===== config.mk =====
export PLATFORM = sky130hd
export DESIGN_NAME = fifo_dual_ported
export DESIGN_NICKNAME = d
export VERILOG_FILES = /design/src/rtl/fifo_dual_ported.sv
export SDC_FILE = /design/constraint.sdc
export NUM_CORES = 1
export LEC_CHECK = 0
export CORE_MARGIN = 2
export CORE_UTILIZATION = 54
export CTS_CLUSTER_SIZE = 25
export DETAILED_ROUTE_END_ITERATION = 8
export HOLD_SLACK_MARGIN = 0.05
export PLACE_DENSITY = 0.78
export RECOVER_POWER = 25
export SLEW_MARGIN = 20
export SYNTH_ARGS = -nofsm -noshare
export SYNTH_HDL_FRONTEND = slang
export SYNTH_SLANG_ARGS = --single-unit

===== constraint.sdc =====
create_clock -name clk -period 3.7 [get_ports clk]
set_clock_uncertainty 0.15 [all_clocks]
set_input_delay 0.37 -clock clk [delete_from_list [all_inputs] [get_ports clk]]
set_output_delay 0.37 -clock clk [all_outputs]
set_load 0.02 [all_outputs]

===== src/rtl/fifo_dual_ported.sv =====
// Dual-write/dual-read in-order FIFO; outputs are show-ahead from registered state.
// Latency: a pushed entry appears on pop_data_1 one cycle after the push.
// Backpressure: ready_1/ready_2 reflect free space before any pop; a push while not ready is dropped.
module fifo_dual_ported #(
  parameter int DW    = 16,
  parameter int DEPTH = 4
) (
  input  logic          clk,
  input  logic          rst,
  input  logic          valid_flush,
  input  logic          push_1,
  output logic          ready_1,
  input  logic [DW-1:0] push_data_1,
  input  logic          push_2,
  output logic          ready_2,
  input  logic [DW-1:0] push_data_2,
  output logic [DW-1:0] pop_data_1,
  output logic          valid_1,
  input  logic          pop_1,
  output logic [DW-1:0] pop_data_2,
  output logic          valid_2,
  input  logic          pop_2
);

  localparam int AW = $clog2(DEPTH);
  localparam int CW = AW + 1;
  localparam logic [CW-1:0] DEPTH_C = CW'(DEPTH);

  logic [DW-1:0] mem [DEPTH];
  logic [AW-1:0] head;
  logic [AW-1:0] tail;
  logic [CW-1:0] count;
  logic [CW-1:0] free_slots;

  logic          acc_1;
  logic          acc_2;
  logic          pop_ok_1;
  logic          pop_ok_2;
  logic [1:0]    n_push;
  logic [1:0]    n_pop;
  logic [AW-1:0] head_plus_1;
  logic [AW-1:0] tail_plus_1;
  logic [AW-1:0] wr_addr_2;
  logic          clear;

  assign free_slots  = DEPTH_C - count;
  assign ready_1     = free_slots >= CW'(1);
  assign ready_2     = free_slots >= CW'(2);
  assign valid_1     = count >= CW'(1);
  assign valid_2     = count >= CW'(2);

  assign head_plus_1 = head + AW'(1);
  assign tail_plus_1 = tail + AW'(1);
  assign pop_data_1  = mem[head];
  assign pop_data_2  = mem[head_plus_1];

  assign clear       = rst | valid_flush;
  assign acc_1       = push_1 & ready_1;
  assign acc_2       = push_2 & ready_2;
  // The second pop only retires together with the first, so order is never broken.
  assign pop_ok_1    = pop_1 & valid_1;
  assign pop_ok_2    = pop_2 & valid_2 & pop_ok_1;
  assign n_push      = {acc_1 & acc_2, acc_1 ^ acc_2};
  assign n_pop       = {pop_ok_1 & pop_ok_2, pop_ok_1 ^ pop_ok_2};
  assign wr_addr_2   = acc_1 ? tail_plus_1 : tail;

  always_ff @(posedge clk) begin
    if (clear) begin
      head  <= '0;
      tail  <= '0;
      count <= '0;
    end else begin
      head  <= head + AW'(n_pop);
      tail  <= tail + AW'(n_push);
      count <= count + CW'(n_push) - CW'(n_pop);
    end
  end

  // Storage is deliberately not reset; valid_* qualify the read data.
  always_ff @(posedge clk) begin
    if (!clear) begin
      if (acc_1) mem[tail] <= push_data_1;
      if (acc_2) mem[wr_addr_2] <= push_data_2;
    end
  end

endmodule


==> run summary <==
CTS
----------------------------------------------------------------------------------------
Clock-pin slew on the worst setup and hold paths                                 0.08 ns
Setup repair bufs after CTS                                                            0
Bufs on Longest Clock Path                                                             2
Clk_lat worst skew                                                               0.35 ns
Root Buffer                                                                 sky130_fd_sc_hd__clkbuf_8
Total clock buffers created by CTS                                                     9
Clock Sink Count                                                                      71
Clock tree from TritonCTS                                                           done
H-tree depth                                                                           3

LAYOUT
----------------------------------------------------------------------------------------
Net count of the finished layout                                                     383
Syn-to-layout area delta                                                           23.7%
Layout Cells excl Fill                                                               436
Inserted Diodes                                                                        0
Fraction of final layout cells sized beyond drive strength 1                       0.401
Most common cell after layout, fill and taps aside                          sky130_fd_sc_hd__edfxtp_1
Most frequent cells in the layout                                           sky130_fd_sc_hd__edfxtp_1, sky130_fd_sc_hd__clkdlybuf4s50_1, sky130_fd_sc_hd__mux2_2

WORST SETUP PATH
----------------------------------------------------------------------------------------
Slowest cell on the critical path                                           sky130_fd_sc_hd__or3_2
R2r setup slk                                                                    0.29 ns
Critical path class                                                         register to register
Cell type with the highest occurrence count on the critical path            sky130_fd_sc_hd__ha_1
Register-to-Register Path Depth                                                       14
Data required time of the worst path                                             3.82 ns
Count of buffering cells on the critical path with inverters included                  3
Kind of end point of the critical path                                          register
Critical Path Start Type                                                        register
Critical path fanouts, max                                                             5
R2r endpoint                                                                count[2]$_SDFF_PP0_
Top delay family on crit path                                                adder cells
Critical-path cell list                                                     inv_1, ha_1, xor2_1, or3_2, and2_1, ha_1, inv_1, ha_1, inv_1, ha_1, fa_1, xor2_1, xnor2_1, nor3_1
Worst stage delay on the critical path                                           0.45 ns
Startpoint of the worst-slack reg-to-reg timing path                        count[1]$_SDFF_PP0_
Worst path depth                                                                      14
Arrival time reported for the critical path endpoint                             3.54 ns
Source of the critical timing path                                          count[1]$_SDFF_PP0_
End point of the critical path                                              count[2]$_SDFF_PP0_

DRT
----------------------------------------------------------------------------------------
Average wire per cell in the routed design                                       20.4 um
Antenna-violating nets left                                                            0
DRT iter0 DRCs                                                                        87
Post-route DRC                                                                         0
Average via count per standard cell                                                 5.72
DR vias                                                                            2,494
First-pass iteration count of the detailed router                                      4
Routed wire length                                                               8910 um

GRT
----------------------------------------------------------------------------------------
Antenna violations before repair                                                       0
Residual overflow from global routing                                                  0
Vias in the first global route                                                     2,735
Wire length of the first global-routing pass                                   14,300 um
Maximum number of pins on one net before global-route repair                          25
Total routing resource utilization after global routing                            0.222

TIMING
----------------------------------------------------------------------------------------
Unrepaired setup endpoints after global routing                                    false
Final clock period utilization by the worst path                                   0.922
Highest Clock Rate                                                             0.293 GHz
Max-slew headroom at the worst pin                                                 0.562
Hold violation count in the final report                                               0
Fin crit period                                                                  3.41 ns
Final total negative setup slack                                                    0 ns
Actual slew at the worst max-slew pin                                           0.657 ns
Count of final max-slew check failures                                                 0
Endpoints failing setup                                                                0

PWR
----------------------------------------------------------------------------------------
Leak Pwr                                                                         1.83 nW
PD cells                                                                      559 nW/um2
Worst supply voltage drop on vdd                                                0.342 mV
Sum of internal, switching and leakage power                                   0.00298 W

SYNTH
----------------------------------------------------------------------------------------
Most frequently used flop master after synthesis                            sky130_fd_sc_hd__edfxtp_1
Syn. warnings                                                                          0
Number of enable flip-flop cells after synthesis                                      64
Net count after synthesis                                                            298
Yosys reg bits                                                                        71
Post-synthesis instance total                                                        244
Async set-or-reset flop fraction in the synthesized netlist                            0
Synthesized cell area                                                           4310 um2
Post-Syn Area per Cell                                                          17.7 um2
Synth cell types                                                                      32
Register area share after synthesis                                                0.479

FLOORPLAN
----------------------------------------------------------------------------------------
Height of the die                                                                93.3 um
Chip Width                                                                       93.3 um
IO Pins                                                                               75
Effective utilization at floorplan                                                 0.557
Site Rows                                                                             32
Die area                                                                        8710 um2
Core Box Area                                                                   7730 um2

PLACED DESIGN
----------------------------------------------------------------------------------------
Placed Instances                                                                     420
Final weighted congestion in routability-driven placement                          0.758
Total half-perimeter wirelength after legalization and detailed placement        6060 um
Input/output buffers                                                                  74

RUN STATUS
----------------------------------------------------------------------------------------
Run status                                                                  complete, no violations

RUN
----------------------------------------------------------------------------------------
Max-capacitance violation count                                                        0

MIN PATH
----------------------------------------------------------------------------------------
Hold Path Class                                                             register to register

## synth_stat cells, types with 2 or more instances
cell type                   n  area share
sky130_fd_sc_hd__inv_1      9      0.0078
sky130_fd_sc_hd__edfxtp_1  64        0.45
sky130_fd_sc_hd__a21o_1     2      0.0035
sky130_fd_sc_hd__and2_1     6      0.0087
sky130_fd_sc_hd__fa_1       2      0.0093
sky130_fd_sc_hd__a21o_2     2      0.0041
sky130_fd_sc_hd__mux4_2    32        0.17
sky130_fd_sc_hd__buf_6      2      0.0052
sky130_fd_sc_hd__buf_1      2      0.0017
sky130_fd_sc_hd__or3_2      2      0.0035
sky130_fd_sc_hd__nor3_1     3      0.0035
sky130_fd_sc_hd__and3_1     2      0.0029
sky130_fd_sc_hd__clkbuf_1   4      0.0035
sky130_fd_sc_hd__nand2_4    2      0.0052
sky130_fd_sc_hd__mux2_4    18       0.063
sky130_fd_sc_hd__buf_12     2      0.0093
sky130_fd_sc_hd__nand2_1    5      0.0044
sky130_fd_sc_hd__xnor2_1    5       0.010
sky130_fd_sc_hd__ha_1      13       0.038
sky130_fd_sc_hd__mux2_2    45        0.12
sky130_fd_sc_hd__o32ai_4    4       0.026
sky130_fd_sc_hd__dfxtp_1    7       0.033
sky130_fd_sc_hd__buf_2      2      0.0023
## worst min path at each step
stage / cells after the start / to / startpoint / slack, ns
floorplan: 1 / tail[1]$_SDFF_PP0_ / rst / 0.30
global placement: 2 / count[2]$_SDFF_PP0_ / count[2]$_SDFF_PP0_ / 0.45
detailed placement: 2 / count[2]$_SDFF_PP0_ / count[2]$_SDFF_PP0_ / 0.45
CTS: 2 / count[2]$_SDFF_PP0_ / count[2]$_SDFF_PP0_ / 0.46
global route: 2 / count[2]$_SDFF_PP0_ / count[2]$_SDFF_PP0_ / 0.46
finish: 2 / count[2]$_SDFF_PP0_ / count[2]$_SDFF_PP0_ / 0.44
## worst min-delay path: cells and delay by family (launching register included)
kind / cells / cell delay (ns)
AND/OR/NAND/NOR: 1 / 0.04
flip-flops: 1 / 0.35
XOR/XNOR: 1 / 0.16
## per-layer routing
| metal | vias to the layer above | wire (um) | track usage |
|---|---|---|---|
| met5 | - | 0 | 0 |
| met4 | 0 | 165 | 0.0821 |
| met1 | 1254 | 3680 | 0.277 |
| met2 | 69 | 4590 | 0.383 |
| met3 | 15 | 471 | 0.0435 |
| li1 | 1156 | - | - |
## final cells by class
type | instances | area, um2
fill | 511 | 2400
sequential | 71 | 2060
multi-input combinational | 151 | 2050
timing repair buffer | 86 | 837
clock buffer | 10 | 128
tap | 102 | 128
clock inverter | 6 | 85.1
inverter | 10 | 37.5
## state kept, by name (all words and copies together), names as in the netlist
name and count:
mem 64, count 3, head 2, tail 2
## logic make-up after synthesis
| logic type | synth area share |
|---|---|
| AOI/OAI and AO/OA | 0.0445 |
| xor gates and xnor gates | 0.0160 |
| adders and majority gates | 0.0471 |
| buffers and inverters | 0.0308 |
| DFF | 0.479 |
| muxes | 0.350 |
| and+or+nand+nor | 0.0325 |
## where the power goes
group          switching (W)  internal [W]
clock network       0.000296      0.000377
logic               0.000610      0.000614
registers          0.0000817       0.00100
## repair_timing
| action | in CTS | in global routing |
|---|---|---|
| hold endpoints to repair | 0 | 0 |
| setup endpoints to repair | 0 | 1 |
| gates resized for setup | 0 | 1 |
| hold buffers | 0 | 0 |
## through the flow
stage	setup WS, ns	hold slack (ns)	utilization	area [um2]
after floorplan	0.300	0.297	-	4310
after global placement	0.290	0.446	0.671	5180
after detailed placement	0.198	0.447	0.671	5180
after CTS	0.185	0.458	0.699	5400
after global routing	0.0711	0.464	0.690	5330
final	0.288	0.440	0.690	5330
Power figures use the tool's default switching activity.
